--- config.mk ---
export PLATFORM = sky130hd
export DESIGN_NAME = iob2axi_burst_split
export DESIGN_NICKNAME = d
export VERILOG_FILES = /design/src/rtl/iob2axi_burst_split.sv
export SDC_FILE = /design/constraint.sdc
export NUM_CORES = 1
export LEC_CHECK = 0
export CAP_MARGIN = 40
export CORE_ASPECT_RATIO = 0.75
export CORE_MARGIN = 10
export CORE_UTILIZATION = 40
export CTS_CLUSTER_DIAMETER = 60
export CTS_CLUSTER_SIZE = 20
export DETAILED_ROUTE_END_ITERATION = 6
export GPL_ROUTABILITY_DRIVEN = 0
export GPL_TIMING_DRIVEN = 0
export PLACE_DENSITY = 0.75
export SLEW_MARGIN = 10
export SYNTH_ARGS = -nofsm -noshare
export SYNTH_HDL_FRONTEND = slang
export SYNTH_SLANG_ARGS = --single-unit
--- constraint.sdc ---
create_clock -name clk -period 9.3 [get_ports clk]
set_input_delay 1.86 -clock clk [delete_from_list [all_inputs] [get_ports clk]]
set_output_delay 1.86 -clock clk [all_outputs]
set_load 0.01 [all_outputs]
--- src/rtl/iob2axi_burst_split.sv ---
// rtl/iob2axi_burst_split.sv - splits a transfer command into AXI-legal bursts (<=MAX_BURST beats, no 4 KB crossing)
// Optional abort-on-error: define IOB2AXI_BURST_SPLIT_ABORT_EN
module iob2axi_burst_split #(
  parameter int ADDR_W    = 32,
  parameter int DATA_W    = 32,
  parameter int LEN_W     = 16,
  parameter int MAX_BURST = 256
) (
  input  logic                clk,
  input  logic                rst,
  input  logic                cmd_valid,
  output logic                cmd_ready,
  input  logic [ADDR_W-1:0]   cmd_addr,
  input  logic [LEN_W-1:0]    cmd_len,
  input  logic                cmd_wr,
  output logic                done,
  output logic                error,
  input  logic [DATA_W-1:0]   wr_data,
  input  logic                wr_valid,
  output logic                wr_ready,
  output logic [DATA_W-1:0]   rd_data,
  output logic                rd_valid,
  input  logic                rd_ready,
  output logic [7:0]          m_length,
  input  logic                m_ctrl_ready,
  input  logic                m_error,
  output logic                m_valid,
  output logic [ADDR_W-1:0]   m_addr,
  output logic [DATA_W-1:0]   m_wdata,
  output logic [DATA_W/8-1:0] m_wstrb,
  input  logic [DATA_W-1:0]   m_rdata,
  input  logic                m_ready
);

  localparam int BYTES = DATA_W / 8;
  localparam int LOG2B = $clog2(BYTES);
  localparam int CW    = ((LEN_W > 13) ? LEN_W : 13) + 1;
  localparam logic [CW-1:0] MAXB = CW'(MAX_BURST);

  localparam logic [2:0] S_IDLE = 3'd0;
  localparam logic [2:0] S_CALC = 3'd1;
  localparam logic [2:0] S_WAIT = 3'd2;
  localparam logic [2:0] S_XFER = 3'd3;
  localparam logic [2:0] S_DONE = 3'd4;

  logic [2:0]        state;
  logic [ADDR_W-1:0] addr;
  logic [LEN_W-1:0]  remaining;
  logic              wr;
  logic [8:0]        beats;
  logic [8:0]        beat_cnt;
  logic [7:0]        length_r;
  logic              error_r;

  logic [12:0]       words_to_4k;
  logic [CW-1:0]     beats_c;
  logic [ADDR_W-1:0] burst_bytes;
  logic              in_xfer;
  logic              beat_fire;
  logic              last_beat;
  logic              stop_c;

  // words left before the next 4 KB page; 4096 itself needs the 13th bit
  assign words_to_4k = 13'((14'd4096 - {2'b00, addr[11:0]}) >> LOG2B);
  assign burst_bytes = ADDR_W'(beats) << LOG2B;

  always_comb begin
    beats_c = CW'(remaining);
    if (CW'(words_to_4k) < beats_c) beats_c = CW'(words_to_4k);
    if (MAXB < beats_c)             beats_c = MAXB;
  end

  assign in_xfer   = (state == S_XFER);
  assign m_valid   = in_xfer & (wr ? wr_valid : rd_ready);
  assign wr_ready  = in_xfer & wr & m_ready;
  assign rd_valid  = in_xfer & ~wr & m_ready;
  assign rd_data   = (in_xfer & ~wr) ? m_rdata : '0;
  assign m_wdata   = (in_xfer & wr) ? wr_data : '0;
  assign m_wstrb   = (in_xfer & wr) ? '1 : '0;
  assign cmd_ready = (state == S_IDLE);
  assign done      = (state == S_DONE);
  assign m_addr    = addr;
  assign m_length  = length_r;
  assign error     = error_r;

  assign beat_fire = in_xfer & m_valid & m_ready;
  assign last_beat = beat_fire & (beat_cnt == 9'd1);

`ifdef IOB2AXI_BURST_SPLIT_ABORT_EN
  logic abort;

  // an error seen anywhere in this burst, including its final beat, stops further bursts
  assign stop_c = abort | m_error;

  always_ff @(posedge clk) begin
    if (rst) begin
      abort <= 1'b0;
    end else if (state == S_IDLE && cmd_valid) begin
      abort <= 1'b0;
    end else if (in_xfer && m_error) begin
      abort <= 1'b1;
    end
  end
`else
  assign stop_c = 1'b0;
`endif

  always_ff @(posedge clk) begin
    if (rst) begin
      state     <= S_IDLE;
      addr      <= '0;
      remaining <= '0;
      wr        <= 1'b0;
      beats     <= '0;
      beat_cnt  <= '0;
      length_r  <= '0;
      error_r   <= 1'b0;
    end else begin
      if (state != S_IDLE && m_error) error_r <= 1'b1;
      case (state)
        S_IDLE: begin
          if (cmd_valid) begin
            addr      <= cmd_addr;
            remaining <= cmd_len;
            wr        <= cmd_wr;
            error_r   <= 1'b0;
            state     <= (cmd_len == '0) ? S_DONE : S_CALC;
          end
        end
        S_CALC: begin
          length_r <= 8'(beats_c - CW'(1));
          beats    <= 9'(beats_c);
          beat_cnt <= 9'(beats_c);
          state    <= S_WAIT;
        end
        S_WAIT: begin
          if (m_ctrl_ready) state <= S_XFER;
        end
        S_XFER: begin
          if (beat_fire) begin
            beat_cnt  <= beat_cnt - 9'd1;
            remaining <= remaining - LEN_W'(1);
          end
          if (last_beat) begin
            addr  <= addr + burst_bytes;
            state <= (remaining == LEN_W'(1) || stop_c) ? S_DONE : S_CALC;
          end
        end
        S_DONE:  state <= S_IDLE;
        default: state <= S_IDLE;
      endcase
    end
  end

endmodule

==> impl_metrics.csv, run 1 <==
group,metric,value,unit
grt,first_global_vias,6763,
logic_synthesis,seq_area_frac_synth,26.6,%
floorplanning,die_h,126,um
logic_synthesis,syn_inst,819,
worst_setup_path,critPathKind,"flip-flop to primary output",
grt,grtUsageTotal,25.3,%
placement,dp_slack,4.03,ns
floorplanning,initial_utilization,41.0,%
logic_synthesis,synthTopCellsByArea,"dfxtp_1 (27%), nand2_1 (5.6%), nor2_1 (5.6%), a21oi_1 (5.3%), ha_1 (5.0%)",
sta,max_slew_margin,38.5,%
logic_synthesis,syn_area,5950,sq um
logic_synthesis,ys_async_sr_fraction,0,%
pwr,irDropWorstVdd,86.8,uV
routing,routed_wl,27100,um
grt,grt_max_degree,14,
logic_synthesis,synth-seq-cells,79,
cts,tritoncts,"yes",
sta,maxSlewViolCount,0,
grt,overflow,0,
routing,drtPass1Iterations,5,
worst_setup_path,start_kind,"flip-flop",
grt,grt_busiest_layer,"met2",
worst_setup_path,required,7.44,ns
cts,numCtsBuffers,9,
cts,postCtsHoldBufs,0,
sta,rsz0062_at_grt,"false",
sta,setup_ws,4.03,ns
logic_synthesis,netlist_top_cells_count,"nand2_1 (89), nor2_1 (88), dfxtp_1 (79)",
logic_synthesis,avgSynthCellArea,7.26,sq um
floorplanning,die_w,161,um
floorplanning,core,14500,sq um
grt,met2_usage,37.8,%
layout,final_nets,1209,
cts,clockRootBuffer,"clkbuf_16",
floorplanning,die_area,20200,sq um
logic_synthesis,yosysTopAreaCellShare,26.6,%
sta,fin_worst_skew,0.00894,ns
logic_synthesis,yosysMostFrequentCell,"nand2_1",
pwr,power.leakage,3.33,nW
cts,cts_setup_buffers,0,
cts,clock-sinks,79,
grt,grt_pass1_wl,40700,um
sta,hold_violations,0,
sta,fmax,190,MHz
sta,finalSetupTns,0,ns
sta,fin_crit,5.27,ns
layout,syn_to_final_growth,48.7,%
flow_run,drv_cap,0,
logic_synthesis,synth_nets,965,
cts,htree_levels,3,
worst_setup_path,cp.arrival,3.41,ns
status,outcome,"complete, no violations",
logic_synthesis,synth_edf_count,0,
grt,grt_antenna_before_repair,0,
cts,cts_repair_resize_count,0,
logic_synthesis,synth_cell_types,77,
routing,routed-via-count,7317,
sta,worst_pin_slew,0.922,ns
grt,grt_util_met3,7.08,%
worst_setup_path,crit_fanout,10,
worst_setup_path,crit_path_end_kind,"primary output",
sta,post-route-period-util,56.6,%
layout,nFillCells,1363,
placement,dp.final_hpwl,21200,um
floorplanning,rows,38,
layout,regArea,1580,sq um
layout,multi_input_area,3990,sq um
logic_synthesis,synth_area_leader_cell,"dfxtp_1",
placement,io_buffers,233,
logic_synthesis,ys.flop_type,"dfxtp_1",
logic_synthesis,yosysWarnings,0,
floorplanning,ios,235,
cts,insertion_delay,0.35,ns
pwr,p_per_area,154,nW/um^2
sta,final-setup-viol-count,0,
routing,wire_per_inst,21.4,um
routing,vias_per_cell,5.77,
min_path,hold_path_class,"flip-flop to flip-flop",
layout,diodes,0,
layout,drive_above_1_share,5.15,%
routing,drtIter0Drc,812,
routing,ant_nets,0,
grt,grt_util_met1,35.5,%
cts,cts_max_path_buffers,2,
routing,drc,0,
cts,cts.clk_slew.worst_paths,0.06,ns
[final timing paths]
path         cells after the start          end  slack [ns]         from
min reg2reg                      2  m_length[4]        0.47  m_length[4]
min                              2  m_length[4]        0.47  m_length[4]
max                              9  rd_data[20]        4.03     state[0]
max reg2reg                     18  m_length[4]        4.58    m_addr[4]
[registers in the layout, summed over array words and instances, names as in the netlist]
register / count
state: 3
wr: 1
m_addr: 32
remaining: 16
beat_cnt: 9
m_length: 8
beats: 9
error: 1
[final cells by class]
class	instances	share of cell area (%)
inverters	23	0.976
plain buffers	65	3.32
clock inverters	5	0.920
well taps	200	2.83
clock buffers	11	2.63
repair buffers	233	26.4
flip-flops and latches	79	17.9
multi-input cells	652	45.1
[critical path, cell delays in order, from the launching register on]
cell and delay, ns:
dfxtp_1 0.30, clkbuf_1 0.32, nand2_1 0.12, or2_2 0.28
clkbuf_1 0.23, clkbuf_1 0.33, nor2_1 0.34, clkbuf_1 0.35
and2_1 0.22, clkdlybuf4s50_1 0.57
[stage by stage]
stage               std cells  instance area, sq um  hold slack, ns  total power, mW  util [%]
global route             1268                  8840           0.491             1.42      61.0
detailed placement       1252                  8530           0.462            0.958      58.8
floorplan                 819                  5950           0.440            0.744         -
global placement         1252                  8530           0.447            0.953      58.8
finish                   1268                  8840           0.468             1.36      61.0
CTS                      1268                  8840           0.470             1.35      61.0
[power breakdown]
group | internal [mW] | switching [mW]
clock | 0.236 | 0.154
combinational | 0.244 | 0.298
sequential | 0.376 | 0.0495
[metal layers]
metal / vias to the layer above / part of all wire [%] / wire length [um]
met3: 34 / 10 / 2800
li1: 3471 / - / -
met4: 0 / 1.5 / 398
met5: - / 0 / 0
met2: 415 / 44 / 12000
met1: 3397 / 44 / 11900
[cell usage in the layout, fill, tap and decap left out, types with 4 or more instances in the layout]
cell,count
nor3_1,27
and2_1,39
a21o_1,8
o21ai_0,56
nor2b_1,6
dfxtp_1,79
nand3_1,22
xor2_1,5
clkbuf_1,52
a221oi_1,6
a211oi_1,30
or2_2,5
buf_4,6
and3_1,36
clkbuf_16,9
ha_1,24
a22oi_1,5
nor2_1,88
o31ai_1,5
nor4_1,13
clkdlybuf4s50_1,233
a31oi_1,8
o211ai_1,5
nand2_1,89
buf_2,5
or3_1,4
o22ai_1,4
nand3b_1,4
mux2i_1,9
inv_1,23
nand2b_1,5
xnor2_1,7
nand4_1,9
a311oi_1,8
a21oi_1,63
[kinds of logic after synthesis]
logic type,after synthesis,synth area share [%]
AO/OA/AOI/OAI,238,26.4
XOR/XNOR,14,2.31
adder cells (fa/ha/maj),25,5.39
buffers and inverters,88,6.40
flip-flops,79,26.6
multiplexers,13,2.34
AND/OR/NAND/NOR,362,30.6
Note: power is estimated with default switching activity, not from simulation.
==> run 2: changes to the inputs <==
PLACE_DENSITY = 0.78   (was 0.75)
clock period = 4.8 ns   (was 9.3 ns; I/O delays follow)
==> run 2 against run 1 <==
Clock power grew 73%. Sequential cell count stayed put. Non-clock buffer count increased by 2. Utilization about the same. Hold slack worse by 0.0068 ns. Setup slack worse by 3.8 ns. Die area stayed put. Final cell count about the same. Power increased by 89%. Sequential power grew 94%. Count of clock-buffer cells in the layout grew 2. Highest routed layer unchanged. Via count is 1.9% higher.
==> impl_metrics.csv, run 2 (synthesized netlist as in run 1, its figures left out) <==
group,metric,value,unit
layout,syn_to_final_growth,48.7,%
cts,numCtsBuffers,9,
sta,max_slew_margin,39.8,%
grt,grt_antenna_before_repair,0,
sta,hold_ws,0.461,ns
worst_setup_path,crit_path_end_kind,"flip-flop",
pwr,comb_power_share,41.7,%
placement,dp.final_hpwl,21100,um
cts,cts_max_path_buffers,2,
sta,hold_violations,0,
worst_setup_path,cp.arrival,4.82,ns
worst_setup_path,start_kind,"flip-flop",
floorplanning,core,14500,sq um
worst_setup_path,max_stage_delay,0.57,ns
routing,vias_per_cell,5.88,
status,outcome,"complete, no violations",
worst_setup_path,cp_cell_sequence,"or4_4, or3_4, and2_2, ha_1, o211ai_1, a21oi_1, o21ai_1, a21oi_2, buf_4, buf_6, mux2i_1, nor2_1, inv_1, ha_1, and3_2, o31ai_1, o221ai_1, a21oi_1",
layout,final_cell_mix,"clkdlybuf4s50_1 (233), nand2_1 (89), nor2_1 (88)",
sta,worst_pin_slew,0.904,ns
routing,routed_wl,27100,um
pwr,irDropWorstVdd,208,uV
worst_setup_path,critPathKind,"flip-flop to flip-flop",
routing,wire_per_inst,21.4,um
worst_setup_path,cp_top_family,"simple AND/OR/NAND/NOR gates",
layout,largest_reg_flops,32,
cts,clockRootBuffer,"clkbuf_16",
pwr,switching_share,37.6,%
routing,drc,0,
floorplanning,die_area,20200,sq um
routing,drtPass1Iterations,5,
sta,fmax,219,MHz
grt,grtUsageTotal,25.1,%
layout,regArea,1580,sq um
pwr,internal_power,1.60,mW
routing,ant_nets,0,
pwr,p_clk_share,26.2,%
pwr,power.leakage,3.33,nW
grt,grt_max_degree,13,
cts,tritoncts,"yes",
layout,multi_input_area,4000,sq um
layout,nFillCells,1331,
worst_setup_path,crit_fanout,10,
cts,cts.clk_slew.worst_paths,0.06,ns
layout,final_nets,1211,
layout,mostFrequentLayoutCell,"clkdlybuf4s50_1",
floorplanning,die_w,161,um
sta,finalSetupTns,0,ns
sta,rsz0062_at_grt,"false",
sta,fin_crit,4.56,ns
worst_setup_path,critPathBufInv,3,
sta,final-setup-viol-count,0,
min_path,hold_path_class,"flip-flop to flip-flop",
pwr,p_per_area,291,nW/um^2
floorplanning,die_h,126,um
layout,diodes,0,
cts,postCtsHoldBufs,0,
grt,grt_pass1_wl,40900,um
floorplanning,ios,235,
floorplanning,rows,38,
grt,overflow,0,
routing,drtIter0Drc,972,
pwr,netSwitchingPower,0.967,mW
placement,io_buffers,233,
worst_setup_path,required,5.06,ns
layout,drive_above_1_share,5.61,%
cts,clock-sinks,79,
sta,post-route-period-util,94.9,%
pwr,p_seq_share,32.1,%
flow_run,drv_cap,0,
routing,routed-via-count,7456,
floorplanning,initial_utilization,41.0,%
grt,first_global_vias,6964,
sta,fin_worst_skew,0.00718,ns
layout,utilization,61.0,%
cts,htree_levels,3,
worst_setup_path,slowest_stage,"or4_4",
sta,maxSlewViolCount,0,
cts,insertion_delay,0.34,ns
==> run 2: power groups by stage <==
stage               clock [mW]  sequential (mW)  combinational, mW
floorplan                    0            0.828              0.614
global placement             0            0.832               1.01
detailed placement           0            0.833               1.02
CTS                      0.673            0.820               1.03
global route             0.695            0.835               1.16
finish                   0.674            0.825               1.07
==> run 2: worst paths after layout <==
kind | start | endpoint | slack, ns | cells past startpoint
max reg2reg | m_addr[2] | m_length[4] | 0.24 | 18
max | m_addr[2] | m_length[4] | 0.24 | 18
min | m_length[4] | m_length[4] | 0.46 | 2
min reg2reg | m_length[4] | m_length[4] | 0.46 | 2
==> run 2: stage by stage <==
step	area [sq um]	power (mW)	setup WS, ns	std cells
2_1_floorplan	5950	1.44	0.710	819
3_3_place_gp	8530	1.84	0.275	1252
3_5_place_dp	8530	1.86	0.200	1252
4_1_cts	8810	2.53	0.142	1267
5_1_grt	8840	2.69	0.0276	1269
6_report	8840	2.57	0.244	1269
==> run 2: routing by layer <==
| metal | track usage, % | vias up | part of all wire [%] |
|---|---|---|---|
| li1 | - | 3468 | - |
| met5 | 0 | - | 0 |
| met4 | 5.66 | 0 | 1.9 |
| met1 | 34.8 | 3420 | 42 |
| met2 | 38.0 | 516 | 44 |
| met3 | 6.59 | 52 | 11 |
==> run 2: worst reg2reg max path: cells and delay by family, from the launching register on <==
| family | cells | cell delay (ns) |
|---|---|---|
| compound gates | 7 | 1.17 |
| fa+ha+maj | 2 | 0.58 |
| buf+inv | 3 | 0.52 |
| flops | 1 | 0.44 |
| mux | 1 | 0.09 |
| simple gates | 5 | 1.68 |
==> run 2: timing repair <==
item / in CTS / in global routing
endpoints found under the hold margin: 0 / 0
gates resized for setup: 0 / 3
buffers inserted: 0 / 2
endpoints found under the setup margin: 0 / 2
==> run 2: area by class of cell <==
cell class / instances / share of cell area (%)
buffer: 65 / 3.33
clock buffer: 13 / 3.06
clock inverter: 2 / 0.156
inverter: 23 / 0.976
multi-input combinational: 652 / 45.2
sequential: 79 / 17.9
tap: 200 / 2.83
timing repair buffer: 235 / 26.5
